**src/rtl/dcache_dm_wt.sv**
```systemverilog
// Direct-mapped, write-through, no-write-allocate data cache between the core's
// memory stage and a multi-cycle backing memory (req/ack), with hit/miss counters.
//
// state   | meaning
// IDLE    | serve read hits combinationally, start misses and stores
// RD_MISS | read request outstanding, fill line on mem_ack
// WR_THRU | store request outstanding, replayed store suppressed after mem_ack
module dcache_dm_wt #(
  parameter int INDEX_BITS = 4,
  parameter int CNT_W      = 32
) (
  input  logic             CLK,
  input  logic             Reset,
  input  logic             MemRead,
  input  logic             MemWrite,
  input  logic [31:0]      Addr,
  input  logic [31:0]      WriteData,
  output logic [31:0]      ReadData,
  output logic             Stall,
  output logic             mem_req,
  output logic             mem_we,
  output logic [31:0]      mem_addr,
  output logic [31:0]      mem_wdata,
  input  logic [31:0]      mem_rdata,
  input  logic             mem_ack,
  output logic [CNT_W-1:0] hit_count,
  output logic [CNT_W-1:0] miss_count
);

  localparam int LINES = 1 << INDEX_BITS;
  localparam int TAG_W = 30 - INDEX_BITS;

  localparam logic [1:0] IDLE    = 2'd0;
  localparam logic [1:0] RD_MISS = 2'd1;
  localparam logic [1:0] WR_THRU = 2'd2;

  logic [1:0]            state;
  logic [LINES-1:0]      valid;
  logic [TAG_W-1:0]      tag_mem  [LINES];
  logic [31:0]           data_mem [LINES];
  logic                  wr_done;
  logic                  fill_done;

  logic [INDEX_BITS-1:0] idx;
  logic [INDEX_BITS-1:0] fill_idx;
  logic [TAG_W-1:0]      tag;
  logic [TAG_W-1:0]      fill_tag;
  logic                  hit;
  logic                  is_idle;
  logic                  wr_start;
  logic                  rd_req;
  logic                  rd_hit;
  logic                  rd_miss;
  logic                  unused_byte_bits;

  assign idx      = Addr[INDEX_BITS+1:2];
  assign tag      = Addr[31:INDEX_BITS+2];
  assign fill_idx = mem_addr[INDEX_BITS+1:2];
  assign fill_tag = mem_addr[31:INDEX_BITS+2];
  assign hit      = valid[idx] && (tag_mem[idx] == tag);

  assign unused_byte_bits = ^{Addr[1:0], mem_addr[1:0]};

  // A store replayed in the cycle right after its ack must not go out again.
  assign is_idle  = (state == IDLE);
  assign wr_start = !Reset && is_idle && MemWrite && !wr_done;
  assign rd_req   = !Reset && is_idle && MemRead && !MemWrite;
  assign rd_hit   = rd_req && hit;
  assign rd_miss  = rd_req && !hit;

  always_comb begin
    Stall    = !Reset && (!is_idle || wr_start || rd_miss);
    ReadData = rd_hit ? data_mem[idx] : 32'h0;
  end

  always_ff @(posedge CLK) begin
    if (Reset) begin
      state      <= IDLE;
      valid      <= '0;
      mem_req    <= 1'b0;
      mem_we     <= 1'b0;
      mem_addr   <= 32'h0;
      mem_wdata  <= 32'h0;
      wr_done    <= 1'b0;
      fill_done  <= 1'b0;
      hit_count  <= '0;
      miss_count <= '0;
    end else begin
      case (state)
        IDLE: begin
          wr_done   <= 1'b0;
          fill_done <= 1'b0;
          if (wr_start) begin
            state     <= WR_THRU;
            mem_req   <= 1'b1;
            mem_we    <= 1'b1;
            mem_addr  <= {Addr[31:2], 2'b00};
            mem_wdata <= WriteData;
          end else if (rd_miss) begin
            state    <= RD_MISS;
            mem_req  <= 1'b1;
            mem_we   <= 1'b0;
            mem_addr <= {Addr[31:2], 2'b00};
            if (miss_count != '1) miss_count <= miss_count + 1'b1;
          end else if (rd_hit && !fill_done && (hit_count != '1)) begin
            // the lookup right after a fill is the same load, not a new hit
            hit_count <= hit_count + 1'b1;
          end
        end
        RD_MISS: begin
          if (mem_ack) begin
            state           <= IDLE;
            mem_req         <= 1'b0;
            valid[fill_idx] <= 1'b1;
            fill_done       <= 1'b1;
          end
        end
        WR_THRU: begin
          if (mem_ack) begin
            state   <= IDLE;
            mem_req <= 1'b0;
            mem_we  <= 1'b0;
            wr_done <= 1'b1;
          end
        end
        default: begin
          state   <= IDLE;
          mem_req <= 1'b0;
          mem_we  <= 1'b0;
        end
      endcase
    end
  end

  // Tag/data arrays carry no reset; the valid bits alone qualify them.
  always_ff @(posedge CLK) begin
    if (wr_start && hit) begin
      data_mem[idx] <= WriteData;
    end else if (!Reset && (state == RD_MISS) && mem_ack) begin
      tag_mem[fill_idx]  <= fill_tag;
      data_mem[fill_idx] <= mem_rdata;
    end
  end

endmodule

```
**config.mk**
```make
export PLATFORM = sky130hd
export DESIGN_NAME = dcache_dm_wt
export DESIGN_NICKNAME = d
export VERILOG_FILES = /design/src/rtl/dcache_dm_wt.sv
export SDC_FILE = /design/constraint.sdc
export NUM_CORES = 1
export LEC_CHECK = 0
export CORE_UTILIZATION = 45
export CTS_BUF_LIST = sky130_fd_sc_hd__clkbuf_8
export DETAILED_ROUTE_END_ITERATION = 12
export PLACE_DENSITY = 0.77
export SLEW_MARGIN = 0
export SYNTH_ARGS = -nofsm -noshare
export SYNTH_HDL_FRONTEND = slang
export SYNTH_SLANG_ARGS = --single-unit
```
**constraint.sdc**
```tcl
create_clock -name CLK -period 5.8 [get_ports CLK]
set_input_delay 0.58 -clock CLK [delete_from_list [all_inputs] [get_ports CLK]]
set_output_delay 0.58 -clock CLK [all_outputs]
set_load 0.03 [all_outputs]
```
==> results.txt, run 1 <==
The highest clock rate is 189 MHz. The buffer levels on the longest clock path came out at 3. The worst register-to-register path has a depth of 10. In the final routed layout, each cell accounts on average for roughly 25 um.

The flop and latch count out of synthesis is about 1100. The sum of negative setup slack is 0 ps. The number of gates resized after cts is 0. The flow ran to the end, and the final reports show no timing, DRC or antenna violations. In this run the remaining antenna-violating nets after routing total 0. The async set-or-reset flop fraction in the synthesized netlist is 0. The required time at the endpoint of the critical path came out at 5220 ps.

The final number of hold-violating endpoints came out at 0. The initial utilization of the core area, before any placement, comes to 0.453. The number of clock buffers added by TritonCTS is between 150 and 200. The combined global-route utilization of all metal layers came out at 0.215.

The die area came out at between 90000 and 100000 um^2. The clock skew is 49.2 ps. The clock net in this run drives a total of approximately 1100 sinks. The source-to-sink clock delay at the later pin of the worst-skew pair came out at about 850 ps. Counting instances, the worst hold path has a depth of 3.

The iteration-0 DRC count of the detailed router is about 2300. The sum of net half-perimeters after detailed placement came out at ~60 mm. The critical path data arrival time is roughly 4700 ps. The min-delay analysis places its worst path in the category in2reg.

The final weighted congestion of routability-driven global placement came out at 0.828. The leakage power is 16.5 nW. The root buffer cell chosen for the clock tree is clkbuf_8. TritonCTS built the clock tree.

Of all nets on the critical path, the largest fanout is 69. The number of buffers added on ports came out at about 260. The distinct cell type count after synthesis came out at around 70.

The die is ~310 um tall. about 260 I/O pins were placed. The worst-case hold slack is around 320 ps.

In the synthesized netlist the dominant register cell turns out to be edfxtp_1. The width of the die came out at 311 um. The final worst-path cycle share came out at 0.910. The number of buffers inserted by hold repair at cts came out at 0. The number of warnings reported in the yosys synthesis log came out at 0.

The number of instances in the synthesized netlist is between 2000 and 2500. The count of TritonRoute iterations in the first routing pass came out at 5. The relative slew slack is 0.227. The maximum number of pins on one net before global-route repair came out at 100.

Setup repair after global routing left no endpoint under its margin. After clock tree synthesis, the setup repair step added 0 buffers. The maximum vdd ir drop came out at slightly below 0.0003 V. The layout overhead on the synthesized area is 18.5%.

The mean number of vias per cell is 5.80. The number of max-slew violations in the final report came out at 0. edfxtp_1 is the most common cell in the netlist.

The transition time at the pin with the least slew margin is ~1200 ps. The worst setup path is launched from an input pin. The number of remaining DRC errors is 0. Of the post-synthesis cell area, the dominant cell type holds 0.648. The critical path is of the in2out type. The overall overflow remaining after global route came out at 0.

Yosys attributes the largest share of cell area to edfxtp_1, mux4_2, dfxtp_1. The total detailed-routing wirelength is ~100 mm. The wire length of the first global-routing pass is around 150 mm.

The share of post-route cells with drive strength above 1 is 0.242. The sequential element share of the synthesized area is 0.717. For this block, the via count after detailed routing is 24000. The total power density per cell area came out at roughly 300 nW/um^2. The biggest area contributor in the post-synthesis netlist is edfxtp_1. The initial antenna violation count came out at 2. The register clock-pin slew on the reported worst setup and hold paths came out at around 60 ps. The mean area per synthesized cell is 18.2 um^2. The number of max-cap violations is 0. The number of enable flip-flop cells after synthesis is 928. The count of final setup violators came out at 0. The via count of the first global-routing pass is roughly 25000. The area of the placeable core is around 95000 um^2. The number of levels in the clock H-tree is 4.

The worst setup path is captured at an output pin. The commonest cells after synthesis are edfxtp_1, mux4_2, dfxtp_1. For the finished layout, the period the worst path requires is 5280 ps.

The final core utilization is 0.537. The number of nets in the finished design came out at roughly 2800. The row count came out at between 100 and 150. The post-synth design cell area is about 43000 um^2.
-- sequential cells by signal, summed over array words and instances (netlist names) --
| register | cells |
|---|---|
| mem_addr | 30 |
| state | 2 |
| hit_count | 32 |
| mem_wdata | 32 |
| mem_req | 1 |
| tag_mem | 416 |
| fill_done | 1 |
| wr_done | 1 |
| miss_count | 32 |
| valid | 16 |
| data_mem | 512 |
| mem_we | 1 |
-- cell families after synthesis --
family                     after synthesis  synth area share
and+or+nand+nor                        491            0.0574
buffers and inverters                  165            0.0179
AOI/OAI and AO/OA                      174            0.0253
muxes                                  413             0.173
other                                    1         0.0000872
adders and majority gates                5           0.00146
xor gates and xnor gates                39           0.00795
DFF                                   1076             0.717
-- metrics by stage --
| stage | power [mW] | setup WS [ps] | std cells | instance area [um^2] |
|---|---|---|---|---|
| floorplan | 9.28 | 104 | 2365 | 43000 |
| global placement | 9.61 | 601 | 3833 | 47700 |
| detailed placement | 9.65 | 485 | 3833 | 47700 |
| CTS | 15.7 | 523 | 4142 | 50900 |
| global route | 16.1 | 225 | 4145 | 50900 |
| finish | 15.6 | 520 | 4145 | 50900 |
-- cells in the final DEF, fill, tap and decap left out, types with 65 or more instances in the layout --
cell type and count:
edfxtp_1 928, mux4_2 257, clkdlybuf4s50_1 222, clkbuf_8 184, dfxtp_1 148, nand2_1 129
nor2_1 101, mux2i_1 95, inv_1 88, buf_4 69, a21oi_1 65
-- critical path, stage by stage --
cell,delay (ps)
buf_6,640
buf_12,420
nor2b_1,140
a221oi_1,470
xor2_1,250
a2111oi_0,510
and4bb_2,330
nand3_2,170
a21oi_1,360
a21oi_1,120
clkdlybuf4s50_1,650
-- power breakdown --
part	switching (mW)	total [mW]	internal, mW	leakage (nW)
logic	0.534	0.944	0.409	5.17
registers	0.0801	8.55	8.47	9.49
clock network	2.92	6.08	3.16	1.85
total	3.54	15.6	12.0	16.5
-- area by class of cell --
cell class	count	area (um^2)
flip-flops and latches	1076	30800
well taps	1265	1580
repair buffers	331	3500
fillers	7151	43900
inverters	37	139
diodes	3	7.51
multi-input cells	1124	11600
clock inverters	125	698
clock buffers	184	2530
-- layer usage --
metal  track usage  share of wire
met3        0.0467          0.087
met2         0.354           0.50
met1         0.281           0.39
met4        0.0761          0.025
met5             0              0
-- final timing paths --
| path | from | endpoint | slack, ps |
|---|---|---|---|
| max | Addr[3] | Stall | 520 |
| min reg2reg | mem_wdata[9]$_SDFFE_PP0P_ | mem_wdata[9]$_SDFFE_PP0P_ | 460 |
| max reg2reg | valid[15]$_SDFFE_PP0P_ | hit_count[31]$_SDFFE_PP0P_ | 1480 |
| min | WriteData[20] | mem_wdata[20]$_SDFFE_PP0P_ | 320 |
Note: power is estimated with default switching activity, not from simulation.
==> run 2: changes to the inputs <==
--- a/config.mk
+++ b/config.mk
@@ -5,10 +5,10 @@
 export SDC_FILE = /design/constraint.sdc
 export NUM_CORES = 1
 export LEC_CHECK = 0
-export CORE_UTILIZATION = 45
+export CORE_UTILIZATION = 43
 export CTS_BUF_LIST = sky130_fd_sc_hd__clkbuf_8
 export DETAILED_ROUTE_END_ITERATION = 12
-export PLACE_DENSITY = 0.77
+export PLACE_DENSITY = 0.74
 export SLEW_MARGIN = 0
 export SYNTH_ARGS = -nofsm -noshare
 export SYNTH_HDL_FRONTEND = slang
==> results.txt, run 2 (synthesis results as in run 1) <==
The non-filler instance count after layout is 4180 (+0.84%). The largest registers in the layout are data_mem (512), tag_mem (416). The relative slew slack was 0.339 (+0.112). The overall overflow remaining after global route is 0 (unchanged). The highest fanout seen on the critical path came out at 52 (-25%).

The worst-case hold slack came out at 279 ps (-43.0 ps). The average routed wire per standard cell is 25.1 um (+0.26%). The final worst setup slack is 515 ps (-4.45 ps). The total detailed-routing wirelength came out at 105 mm (+1.1%).

The total area of multi-input combinational cells came out at 11700 um^2 (+0.34%). The fraction of met3 tracks used by global routing came out at 0.0416 (-0.00506). Setup repair after global routing left no endpoint under its margin.

The placed standard-cell area is 48000 um^2 (+0.55%). Leaving out fill and tap cells, the most frequent cell in the layout is edfxtp_1. The maximum number of pins on one net before global-route repair is 108 (+8.0%). The final core utilization came out at 0.519 (-0.0178). The maximum cell stage delay along the critical path is 660 ps (about the same). The tightest min-delay check is of the in2reg type.

The area of all placed cells without fillers came out at 51200 um^2 (+0.59%). The count of antenna-violating nets left after detailed routing is 0 (unchanged). The sum of buffers and inverters on the critical path came to 3 (unchanged). The die span in y is 318 um (+2.3%).

The wire length of the first global-routing pass came to 156 mm (+1.3%). The number of nets in the finished design came out at 2858 (+0.49%). The effective utilization at floorplan came out at 0.436 (-0.0176).

The most numerous cell on the critical path is a21oi_1. The number of gates resized after cts is 0 (unchanged). The mean number of vias per cell was 5.73 (-1.2%).

The initial antenna violation count came out at 3 (+1). The via count of the first global-routing pass came out at 24800 (-0.50%). The buffer levels on the longest clock path came out at 3 (unchanged).

The fraction of met2 tracks used by global routing came to 0.344 (-0.00940). The cell type of the slowest stage on the worst timing path is clkdlybuf4s50_1. STA classifies the critical path endpoint as an output pin. The shortest period the worst path allows was 5280 ps (+4.45 ps). The final worst-path cycle share came out at 0.911 (about the same). The critical path data arrival time was 4700 ps (about the same).

The die area was 101000 um^2 (+4.6%). The number of max-cap violations is 0 (unchanged). The iteration-0 DRC count of the detailed router is 2182 (-3.8%). The critical path start-end classification is in2out. The flip-flop count of the largest register after layout came out at 512 (unchanged).

The count of TritonRoute iterations in the first routing pass came out at 5 (unchanged). The transition time at the pin with the least slew margin is 991 ps (-168 ps). The share of post-route cells with drive strength above 1 came to 0.248 (+0.00644). The sum of net half-perimeters after detailed placement came out at 61.0 mm (+2.3%). In this run the clock root is driven by a clkbuf_8. The register clock-pin slew on the reported worst setup and hold paths is 60 ps (about the same). The number of buffers added on ports came to 259 (unchanged). The peak-usage layer in the global routing report is met2.

The number of buffers added by the clock tree synthesis step is 168 (unchanged). The number of max-slew violations in the final report came out at 0 (unchanged). The final number of hold-violating endpoints is 0 (unchanged). The clock skew came out at 55.1 ps (+5.83 ps). data_mem holds more flip-flops than any other register.

The row count was 115 (+1.8%). The area taken by flip-flops and latches is 30800 um^2 (unchanged). The area of the placeable core was 98700 um^2 (+4.0%). The total power density per cell area came out at 306 nW/um^2 (+0.23%). The highest clock rate came out at 189 MHz (about the same).

The flow ran to the end, and the final reports show no timing, DRC or antenna violations. The buffer count from post-CTS setup fixing came out at 0 (unchanged). TritonCTS built the clock tree. The layout overhead on the synthesized area came out at 19.2%.

The slack of the worst reg-to-reg path came out at 1430 ps (-50 ps). Grouping stages by cell kind, the critical path spends the most delay in buffers and inverters. The clock net sink count is 1076 (unchanged). The number of levels in the clock H-tree came to 4 (unchanged). The combined global-route utilization of all metal layers is 0.207 (-0.00711). The leakage power is 16.6 nW (+0.72%). The number of remaining DRC errors was 0 (unchanged). The via count is 23900 (-0.37%). The met1 demand-to-capacity share in global routing is 0.274 (-0.00765). The count of final setup violators is 0 (unchanged). The number of buffers inserted by hold repair at cts was 0 (unchanged). The maximum vdd ir drop is 0.000215 V (-25%). The overall power of the completed layout is 15.7 mW (+0.82%). In the layout the commonest cells are edfxtp_1, mux4_2, clkdlybuf4s50_1. The source-to-sink clock delay at the later pin of the worst-skew pair was 860 ps (about the same).

The pre-CTS worst setup slack is 511 ps (+26.2 ps). STA classifies the critical path startpoint as an input pin. The sum of negative setup slack came out at 0 ps (unchanged). Traced cell by cell, the critical path runs through buf_8, buf_4, nand2_1, o22ai_1, a221oi_1, xor2_1, a2111oi_0, and4bb_2, nand3_2, a21oi_1, a21oi_1, clkdlybuf4s50_1. The count of placed standard cells including taps is 3869 (+0.94%). The width of the die came to 318 um (+2.3%). The number of top-level pins came out at 264 (unchanged).

The final weighted congestion of routability-driven global placement is 0.867 (+4.6%). The count of filler cells inserted in the layout came to 7603 (+6.3%). The required time at the endpoint of the critical path came out at 5220 ps (about the same).
-- run 2: changes by cell type in the layout (fill, tap and decap cells not counted), moves of 7 or more --
cell      before  now
buf_12        35   42
buf_4         69   76
clkinv_1      38   30
clkinv_2      17   24
nor2_2         9    1
nor2_4        19   27
-- run 2: cell type report --
type | instances | area share
antenna | 2 | 0.0000977
clock buffer | 183 | 0.0492
clock inverter | 126 | 0.0147
inverter | 37 | 0.00271
multi-input combinational | 1124 | 0.228
sequential | 1076 | 0.602
tap | 1287 | 0.0314
timing repair buffer | 345 | 0.0720
-- run 2: where the power goes --
part	internal (mW)	switching, mW
sequential	8.47	0.0801
clock	3.14	3.06
combinational	0.416	0.538
-- run 2: final timing paths --
check                                endpoint                      start  depth (start not counted)
setup / recovery                        Stall                    Addr[2]                         12
hold / removal    miss_count[17]$_SDFFE_PP0P_                      Reset                          2
setup reg to reg   hit_count[27]$_SDFFE_PP0P_      valid[6]$_SDFFE_PP0P_                         10
hold reg to reg     mem_wdata[1]$_SDFFE_PP0P_  mem_wdata[1]$_SDFFE_PP0P_                          2
-- run 2: metal layers --
metal  share of wire  vias up  routed length, um
met4           0.023        2               2460
met2            0.50     1056              52400
li1                -    10300                  -
met1            0.40    12400              42200
met3           0.076      183               8000
met5         0.00012        -                 13
==> run 3: changes to the inputs <==
--- a/config.mk
+++ b/config.mk
@@ -8,7 +8,7 @@
 export CORE_UTILIZATION = 43
 export CTS_BUF_LIST = sky130_fd_sc_hd__clkbuf_8
 export DETAILED_ROUTE_END_ITERATION = 12
-export PLACE_DENSITY = 0.74
+export PLACE_DENSITY = 0.72
 export SLEW_MARGIN = 0
 export SYNTH_ARGS = -nofsm -noshare
 export SYNTH_HDL_FRONTEND = slang
==> constraint.sdc (replaced) <==
create_clock -name CLK -period 6.1 [get_ports CLK]
set_input_delay 0.61 -clock CLK [delete_from_list [all_inputs] [get_ports CLK]]
set_output_delay 0.61 -clock CLK [all_outputs]
set_load 0.03 [all_outputs]
==> results.txt, run 3 (synthesis results as in run 1) <==
The final core utilization is 0.518 (-0.00115). The library cells used most frequently in the layout, excluding fill and tap cells, are edfxtp_1, mux4_2, clkdlybuf4s50_1. The most flop-heavy register is data_mem. The shortest period the worst path allows is approximately 5400 ps. The number of top-level pins came out at 264 (unchanged). The sum of net half-perimeters after detailed placement came out at 61.3 mm (+0.63%).

The number of max-cap violations is 0 (unchanged). The row count was 115 (unchanged). The worst reg-to-reg path cell count is 10 (unchanged). The number of gates resized after cts is 0 (unchanged). The routed length on met1 was 42.3 mm (+0.25%). The count of cell instances traversed by the critical path came out at 11 (-1). Setup repair after global routing left no endpoint under its margin. The maximum number of pins on one net before global-route repair came out at 88 (-19%).

The width of the die is 318 um (unchanged). After detailed routing, no signal wire sits above met4. The critical path ends at Stall. The highest fanout seen on the critical path came to 62 (+19%). The average routed wire per standard cell came out at 25.1 um (about the same). The most common cell after layout, fill and taps aside is edfxtp_1. The count of final setup violators came out at 0 (unchanged). The placed standard-cell area is 47800 um^2 (-0.29%). Walking the worst path, the cells encountered are buf_6, buf_4, nor2b_1, a221oi_1, xor2_1, a2111oi_0, and4bb_2, nand3_2, a21oi_1, a21oi_1, clkdlybuf4s50_1. Broken down by cell family, the worst path's largest delay share belongs to buffers and inverters.

In this run the critical register-to-register path is launched from valid[5]$_SDFFE_PP0P_. The required time at the endpoint of the critical path is 5490 ps (+270 ps). The final number of hold-violating endpoints came out at 0 (unchanged).

The count of TritonRoute iterations in the first routing pass was 5 (unchanged). The total area of multi-input combinational cells was 11700 um^2 (unchanged). The via count came out at 23900 (-0.33%). The count of placed standard cells including taps is 3862 (-0.18%). In this design, the critical path's most frequently occurring cell is a21oi_1. The final weighted congestion of routability-driven global placement was 0.842 (-2.9%).

The via count of the first global-routing pass is 24800 (+0.24%). The effective utilization at floorplan is 0.436 (unchanged). The count of filler cells inserted in the layout is 7736 (+1.7%). The initial antenna violation count is 2 (-1).

The buffer levels on the longest clock path is 3 (unchanged). The wire length on met2 is 51.8 mm (-1.2%). The count of antenna-violating nets left after detailed routing is 0 (unchanged). The category of the worst setup path capture point is an output pin. The area growth from synthesis to layout is 18.9%. The worst-case hold slack came out at 89.9 ps (-189 ps). The total power density per cell area came out at 291 nW/um^2 (-5.1%). The overall power of the completed layout came out at 14.9 mW (-5.3%).

The relative slew slack came out at 0.210 (-0.129). The total detailed-routing wirelength is 105 mm (about the same). The wire length of the first global-routing pass came out at 156 mm (+0.17%). The type of the most critical hold path is in2reg. The area of the placeable core is 98700 um^2 (unchanged). The area of all placed cells without fillers was 51100 um^2 (-0.22%). The largest registers in the layout are data_mem (512), tag_mem (416).

The cell sitting at the root of the clock tree is a clkbuf_8. The clock net sink count is 1076 (unchanged). The maximum cell stage delay along the critical path is 640 ps (-20 ps).

The final worst setup slack came out at 660 ps (+144 ps). Static timing analysis puts the maximum clock frequency at ~180 MHz. The sum of buffers and inverters on the critical path is 3 (unchanged). The largest individual stage delay along the critical path comes from the cell clkdlybuf4s50_1. The register clock-pin slew on the reported worst setup and hold paths came out at 60 ps (about the same). The final worst-path cycle share is 0.892.

The clock skew is 52.3 ps (-2.76 ps). The number of nets in the finished design is 2853 (-0.17%). The number of buffers inserted by hold repair at cts is 0 (unchanged).

The number of cells traversed by the worst hold path is 2 (unchanged). In this run the worst setup path begins at Addr[3]. The number of levels in the clock H-tree is 4 (unchanged).

The iteration-0 DRC count of the detailed router is 2232 (+2.3%). The combined global-route utilization of all metal layers is 0.208 (+0.000218). The maximum vdd ir drop is 0.000260 V (+21%).

The pre-CTS worst setup slack is 633 ps (+122 ps). The CTS tree is built. The number of remaining DRC errors is 0 (unchanged). The critical path data arrival time came out at 4830 ps (+130 ps). The flip-flop count of the largest register after layout is 512 (unchanged). The length of routed met3 wiring was 8.64 mm (+8.1%).

The endpoint of the worst-slack reg-to-reg timing path is data_mem[8][9]$_DFFE_PP_. The overall overflow remaining after global route is 0 (unchanged). The run finished with clean final reports. The number of buffers added by the clock tree synthesis step is 170 (+1.2%).

The source-to-sink clock delay at the later pin of the worst-skew pair came out at 860 ps (about the same). The buffer count from post-CTS setup fixing came out at 0 (unchanged). The slack of the worst reg-to-reg path came out at 1620 ps (+190 ps). The share of post-route cells with drive strength above 1 is 0.244 (-0.00415).

The die span in y is 318 um (unchanged). STA classifies the critical path startpoint as an input pin. The area taken by flip-flops and latches is 30800 um^2 (unchanged). The non-filler instance count after layout is 4181 (+0.024%). The transition time at the pin with the least slew margin came out at 1180 ps (+191 ps). The leakage power came out at 16.6 nW (about the same).

The mean number of vias per cell was 5.71 (-0.35%). The die area came out at 101000 um^2 (unchanged). The number of buffers added on ports is 259 (unchanged). The number of max-slew violations in the final report came out at 0 (unchanged). The sum of negative setup slack was 0 ps (unchanged).

The critical path is of the in2out type.
-- run 3: worst min-delay path by stage --
| stage | startpoint | end | slack [ps] |
|---|---|---|---|
| 2_1_floorplan | valid[10]$_SDFFE_PP0P_ | valid[10]$_SDFFE_PP0P_ | 450 |
| 3_5_place_dp | mem_wdata[7]$_SDFFE_PP0P_ | mem_wdata[7]$_SDFFE_PP0P_ | 450 |
| 5_1_grt | Reset | miss_count[18]$_SDFFE_PP0P_ | 70 |
| 4_1_cts | Reset | miss_count[18]$_SDFFE_PP0P_ | 20 |
| 3_3_place_gp | mem_wdata[13]$_SDFFE_PP0P_ | mem_wdata[13]$_SDFFE_PP0P_ | 440 |
| 6_report | Reset | miss_count[18]$_SDFFE_PP0P_ | 90 |
-- run 3: per-layer routing --
layer  GRT usage  up-vias
met5           0        -
met4      0.0666        0
met3      0.0463      173
met2       0.343     1062
met1       0.273    12400
li1            -    10300
-- run 3: where the power goes --
group | switching [mW] | internal, mW | leakage [nW] | total [mW]
Combinational | 0.505 | 0.388 | 5.20 | 0.893
Sequential | 0.0758 | 8.05 | 9.49 | 8.13
Clock | 2.88 | 2.97 | 1.93 | 5.84
Total | 3.46 | 11.4 | 16.6 | 14.9
-- run 3: cell type report --
cell class / instances / share of cell area
multi-input cells: 1124 / 0.229
clock buffers: 185 / 0.0498
diodes: 3 / 0.000147
clock inverters: 131 / 0.0147
repair buffers: 338 / 0.0695
flip-flops and latches: 1076 / 0.603
well taps: 1287 / 0.0315
inverters: 37 / 0.00272
-- run 3: worst reg2reg max path: stages, from the launching register on --
cell,delay (ps)
dfxtp_1,330
inv_1,60
mux4_2,450
mux4_2,580
or4_1,590
nor4_4,350
and3_1,350
a21oi_4,230
o31a_1,520
nor2_4,160
buf_4,460
